--- src/rtl/uart_cmd_bridge_pkg.sv ---
// Shared protocol constants and state encoding for the UART command bridge.
// Host-side test code can import this package to build command streams.
package uart_cmd_bridge_pkg;

  // Command opcodes ('W' and 'R' in ASCII)
  localparam logic [7:0] OpWrite = 8'h57;
  localparam logic [7:0] OpRead  = 8'h52;

  // Default response bytes (ASCII ACK / NAK)
  localparam logic [7:0] AckByteDefault = 8'h06;
  localparam logic [7:0] NakByteDefault = 8'h15;

  typedef enum logic [2:0] {
    StIdle,
    StAddrHi,
    StAddrLo,
    StData,
    StMem,
    StResp
  } state_e;

  // True for the two opcodes the bridge understands
  function automatic logic is_known_op(logic [7:0] op);
    return (op == OpWrite) || (op == OpRead);
  endfunction

endpackage

--- src/rtl/uart_cmd_bridge.sv ---
// Host-side command engine: pops command bytes from the UART RX FIFO, performs one
// memory-bus access and pushes a single response byte into the UART TX FIFO.
module uart_cmd_bridge
  import uart_cmd_bridge_pkg::*;
#(
  parameter logic [7:0] ACK_BYTE = AckByteDefault,
  parameter logic [7:0] NAK_BYTE = NakByteDefault
) (
  input  logic        clk,
  input  logic        reset,
  // UART RX FIFO side
  input  logic        rx_empty,
  input  logic [7:0]  r_data,
  output logic        rd_uart,
  // UART TX FIFO side
  input  logic        tx_full,
  output logic [7:0]  w_data,
  output logic        wr_uart,
  // Memory bus
  output logic [15:0] mem_addr,
  output logic [7:0]  mem_wdata,
  output logic        mem_we,
  output logic        mem_req,
  input  logic        mem_ack,
  input  logic [7:0]  mem_rdata,
  // Status
  output logic        busy
);

  state_e      state_q, state_d;
  logic [15:0] addr_q,  addr_d;
  logic [7:0]  wdata_q, wdata_d;
  logic        we_q,    we_d;
  logic        req_q,   req_d;
  logic [7:0]  resp_q,  resp_d;

  logic byte_state;

  // Strobes are decoded from the registered state so a pop/push lines up with the
  // edge that captures the byte or leaves RESP; both are forced low during reset.
  always_comb begin
    byte_state = (state_q == StIdle)   || (state_q == StAddrHi) ||
                 (state_q == StAddrLo) || (state_q == StData);
    rd_uart    = byte_state && !rx_empty && !reset;
    wr_uart    = (state_q == StResp) && !tx_full && !reset;
    busy       = (state_q != StIdle);
  end

  // Next-state: consume at most one RX byte per cycle, then access, then respond
  always_comb begin
    state_d = state_q;
    addr_d  = addr_q;
    wdata_d = wdata_q;
    we_d    = we_q;
    req_d   = req_q;
    resp_d  = resp_q;
    unique case (state_q)
      StIdle: begin
        if (!rx_empty) begin
          if (is_known_op(r_data)) begin
            we_d    = (r_data == OpWrite);
            state_d = StAddrHi;
          end else begin
            resp_d  = NAK_BYTE;
            state_d = StResp;
          end
        end
      end
      StAddrHi: begin
        if (!rx_empty) begin
          addr_d[15:8] = r_data;
          state_d      = StAddrLo;
        end
      end
      StAddrLo: begin
        if (!rx_empty) begin
          addr_d[7:0] = r_data;
          if (we_q) begin
            state_d = StData;
          end else begin
            // Request is raised on entry so it is visible in the first MEM cycle
            req_d   = 1'b1;
            state_d = StMem;
          end
        end
      end
      StData: begin
        if (!rx_empty) begin
          wdata_d = r_data;
          req_d   = 1'b1;
          state_d = StMem;
        end
      end
      StMem: begin
        if (req_q && mem_ack) begin
          req_d   = 1'b0;
          resp_d  = we_q ? ACK_BYTE : mem_rdata;
          state_d = StResp;
        end
      end
      StResp: begin
        if (!tx_full) begin
          state_d = StIdle;
        end
      end
      default: begin
        req_d   = 1'b0;
        state_d = StIdle;
      end
    endcase
  end

  // State and registered outputs; reset aborts any command or access in flight
  always_ff @(posedge clk or posedge reset) begin
    if (reset) begin
      state_q <= StIdle;
      addr_q  <= 16'h0000;
      wdata_q <= 8'h00;
      we_q    <= 1'b0;
      req_q   <= 1'b0;
      resp_q  <= 8'h00;
    end else begin
      state_q <= state_d;
      addr_q  <= addr_d;
      wdata_q <= wdata_d;
      we_q    <= we_d;
      req_q   <= req_d;
      resp_q  <= resp_d;
    end
  end

  assign mem_addr  = addr_q;
  assign mem_wdata = wdata_q;
  assign mem_we    = we_q;
  assign mem_req   = req_q;
  assign w_data    = resp_q;

endmodule

--- config.mk ---
export PLATFORM = sky130hd
export DESIGN_NAME = uart_cmd_bridge
export DESIGN_NICKNAME = d
export VERILOG_FILES = /design/src/rtl/uart_cmd_bridge_pkg.sv /design/src/rtl/uart_cmd_bridge.sv
export SDC_FILE = /design/constraint.sdc
export NUM_CORES = 1
export LEC_CHECK = 0
export ABC_AREA = 0
export BUFFER_PORTS_ARGS = -buffer_cell sky130_fd_sc_hd__buf_2
export CAP_MARGIN = 30
export CELL_PAD_IN_SITES_DETAIL_PLACEMENT = 1
export CELL_PAD_IN_SITES_GLOBAL_PLACEMENT = 2
export CORE_MARGIN = 2
export CORE_UTILIZATION = 28
export DETAILED_ROUTE_END_ITERATION = 10
export GPL_TIMING_DRIVEN = 0
export PLACE_DENSITY_LB_ADDON = 0.12
export SYNTH_ARGS = -nofsm -noshare
export SYNTH_HDL_FRONTEND = slang
export SYNTH_SLANG_ARGS = --single-unit
--- constraint.sdc ---
create_clock -name clk -period 1.4 [get_ports clk]
set_input_delay 0.07 -clock clk [delete_from_list [all_inputs] [get_ports clk]]
set_output_delay 0.07 -clock clk [all_outputs]
set_load 0.05 [all_outputs]
==> summary.md <==
| Metric | Value |
|---|---|
| DP Wirelength | `3.01 mm` |
| Failing checks | `setup timing` |
| Synth async-reset ratio | `100%` |
| I/O Buffers | `56` |
| Setup ws final | `-0.161 ns` |
| Initial DRC Count | `33` |
| Post-route clock period utilization | `111%` |
| Worst EP required | `1.57 ns` |
| Final nets | `227` |
| Setup Viol. Count Final | `29` |
| Final hold vios | `0` |
| Post-Route WL | `4.53 mm` |
| FILL cells | `644` |
| RR Endpoint | `w_data[2]` |
| Via-per-instance ratio | `4.68` |
| Startpoint Class | `flop` |
| Initial Utilization | `28.6%` |
| Io pins | `58` |
| Max-cap check violation count | `0` |
| Cells taking the most area after synthesis | `dfrtp_1, mux2_2, mux2i_1, inv_1, nor2_1` |
| Slew Limit Fails | `0` |
| Root buf cell | `clkbuf_8` |
| GP Congestion | `0.764` |
| Hold path depth | `3` |
| Max Clock Freq | `641 MHz` |
| R2r setup slk | `-0.16 ns` |
| Die H | `81.6 µm` |
| Yosys reg bits | `37` |
| Vias | `1319` |
| Crit end category | `flop` |
| Clock Power Share | `13.1%` |
| Syn Std Cell Area | `1690 µm²` |
| Critical Path Fanout Max | `4` |
| Distinct cells, synth | `34` |
| Reg2Reg Launch Point | `state_q[1]` |
| Die ar. | `6660 µm²` |
| Fin crit period | `1.56 ns` |
| Syn Inst Count | `135` |
| Worst VDD drop | `1180 µV` |
| Crit path DAT | `1.73 ns` |
| RSZ-0062 raised after global routing | `true` |
| Switching fraction of total power | `48.5%` |
| Clock skew | `0.00660 ns` |
| Wire per inst | `16.1 µm` |
| Pwr Total | `6.05 mW` |
| Slew headroom | `46.7%` |
| WHS | `0.0278 ns` |
| Top FF cell, synth | `dfrtp_1` |
| CP max-delay cell | `dfrtp_2` |
| Grt total ovfl | `0` |
| Internal power | `3.11 mW` |
| CTS buffer count | `5` |
| Clock Tree Buf Depth | `2` |
| Vias in the first global route | `1390` |
| Outcome | `finished, violations left` |
| Worst-Margin Slew | `0.798 ns` |
| Crit-path cells | `or3b_4 > or3_1 > mux2_4` |
| Core outline area | `5890 µm²` |
| PD cells | `2490 nW/µm²` |
| CTS Sinks | `37` |
| Leakage | `1.18 nW` |
| Cell taking the most area after synthesis | `dfrtp_1` |
| Setup Crit Path Kind | `flop to flop` |
| Floorplan row count | `28` |
| Global router's overall resource usage | `14.0%` |
| H-tree depth | `2` |
| Hold endpoint | `w_data[3]` |
| Antenna viol nets, final | `0` |
| Share of the synthesized area in the top cell type | `54.9%` |
| Hold crit path type | `input pin to flop` |
| CTS tree | `yes` |
| Share of cells above drive strength 1 | `58.9%` |
| Worst R2R Path Depth | `3` |
| Layout area overhead | `44.0%` |
| Worst Min Path Start | `mem_rdata[3]` |
| Yosys warnings | `0` |
| 1st-pass router iterations | `4` |
| Initial antenna violation count | `0` |
| CTS clk-pin slew, worst paths | `0.08 ns` |
| Number of antenna repair diodes | `0` |
| Sequential Power Share | `29.3%` |
| Die Wd | `81.6 µm` |
| Gate power share | `57.6%` |
| Pin count of the biggest net entering global routing | `38` |
| First-pass GRT wire length | `6.95 mm` |
| Net switching power | `2.94 mW` |
| Synthesized net count | `156` |
| Post-synth EDFFs | `0` |
| DRC | `0` |
| Sequential fraction of the synthesis area | `54.9%` |
| Worst skew pair latency | `0.28 ns` |
| Avg Synthesized Cell Area | `12.5 µm²` |
| Largest stage delay on the critical path | `0.44 ns` |
==> placed cells by master, fill, tap and decap left out, drive strengths merged, types with 3 or more instances in the layout <==
cell type / n
a21oi: 3
buf: 68
clkbuf: 6
dfrtp: 37
inv: 9
mux2: 26
mux2i: 4
nand2: 8
nand2b: 3
nor2: 9
nor2b: 3
nor3: 4
o211ai: 3
o21ai: 4
==> cells in the mapped netlist (2+ instances only) <==
master    count
or3_1         2
nor2b_1       3
o211ai_1      3
inv_1         9
mux2i_1       4
a22oi_1       2
a21oi_1       3
nor3_1        3
o21ai_0       3
mux2_4        2
mux2_2       24
buf_2         2
nor2_1        9
dfrtp_1      37
nand2_1       8
nand2b_1      3
==> routing by layer <==
metal | track usage [%] | vias up | share of wire [%]
met5 | 0 | - | 0
met4 | 5.00 | 0 | 0.46
met3 | 3.85 | 2 | 5.1
met2 | 23.9 | 38 | 51
met1 | 16.9 | 669 | 43
li1 | - | 610 | -
==> what timing repair did <==
| item | 4_1_cts | 5_1_grt |
|---|---|---|
| endpoints found under the setup margin | 33 | 37 |
| pin swaps | 3 | 3 |
| hold endpoints to repair | 37 | 0 |
| setup buffers | 7 | 2 |
| gates resized for setup | 12 | 20 |
| hold buffers | 1 | 0 |
==> worst max-delay path by stage <==
stage                          start          end  cells past startpoint  slack, ns
after floorplan           state_q[2]      wr_uart                      2      -0.23
after global placement    state_q[1]  mem_addr[3]                      3      -0.45
after detailed placement  state_q[1]  mem_addr[4]                      3      -0.51
after CTS                 state_q[2]    w_data[2]                      3      -0.16
after global routing      state_q[1]    w_data[2]                      3      -0.19
final                     state_q[1]    w_data[2]                      3      -0.16
==> through the flow <==
stage / std cells / cell area (µm²) / worst slack (ns) / TNS [ns] / utilization, %
CTS: 282 / 2370 / -0.161 / -2.34 / 40.2
floorplan: 135 / 1770 / -0.228 / -2.35 / -
detailed placement: 266 / 2140 / -0.513 / -8.34 / 36.4
global route: 282 / 2430 / -0.188 / -2.95 / 41.2
finish: 282 / 2430 / -0.161 / -1.62 / 41.2
global placement: 266 / 2140 / -0.453 / -10.52 / 36.4
==> power by group through the flow <==
stage | combinational (mW) | sequential [mW] | clock (mW)
6_report | 3.48 | 1.77 | 0.793
5_1_grt | 3.66 | 1.83 | 0.869
4_1_cts | 3.33 | 1.76 | 0.821
3_5_place_dp | 3.14 | 1.78 | 0
3_3_place_gp | 3.11 | 1.76 | 0
2_1_floorplan | 1.12 | 3.12 | 0
==> cell families after synthesis <==
group,Yosys count,share of synthesized area [%]
muxes,30,20.2
buffers and inverters,14,4.01
xor gates and xnor gates,1,0.520
DFF,37,54.9
AOI/OAI and AO/OA,16,7.35
and+or+nand+nor,37,13.0
==> final cells by class <==
cell class | count | area, µm² | share of cell area (%)
clock inverters | 2 | 13.8 | 0.567
plain buffers | 3 | 33.8 | 1.39
multi-input cells | 84 | 841 | 34.6
inverters | 9 | 33.8 | 1.39
flip-flops and latches | 37 | 931 | 38.4
clock buffers | 6 | 82.6 | 3.40
repair buffers | 66 | 398 | 16.4
well taps | 75 | 93.8 | 3.87
==> registers in the layout (all words and copies together), names as in the netlist <==
name and cells:
mem_we 1, mem_wdata 8, w_data 8, mem_addr 16, mem_req 1, state_q 3
==> worst max-delay path, delay by kind of cell, from the launching register on <==
kind / cells / cell delay (ns)
flops: 1 / 0.44
mux: 1 / 0.27
simple gates: 2 / 0.73
(Power assumes the default switching activity.)
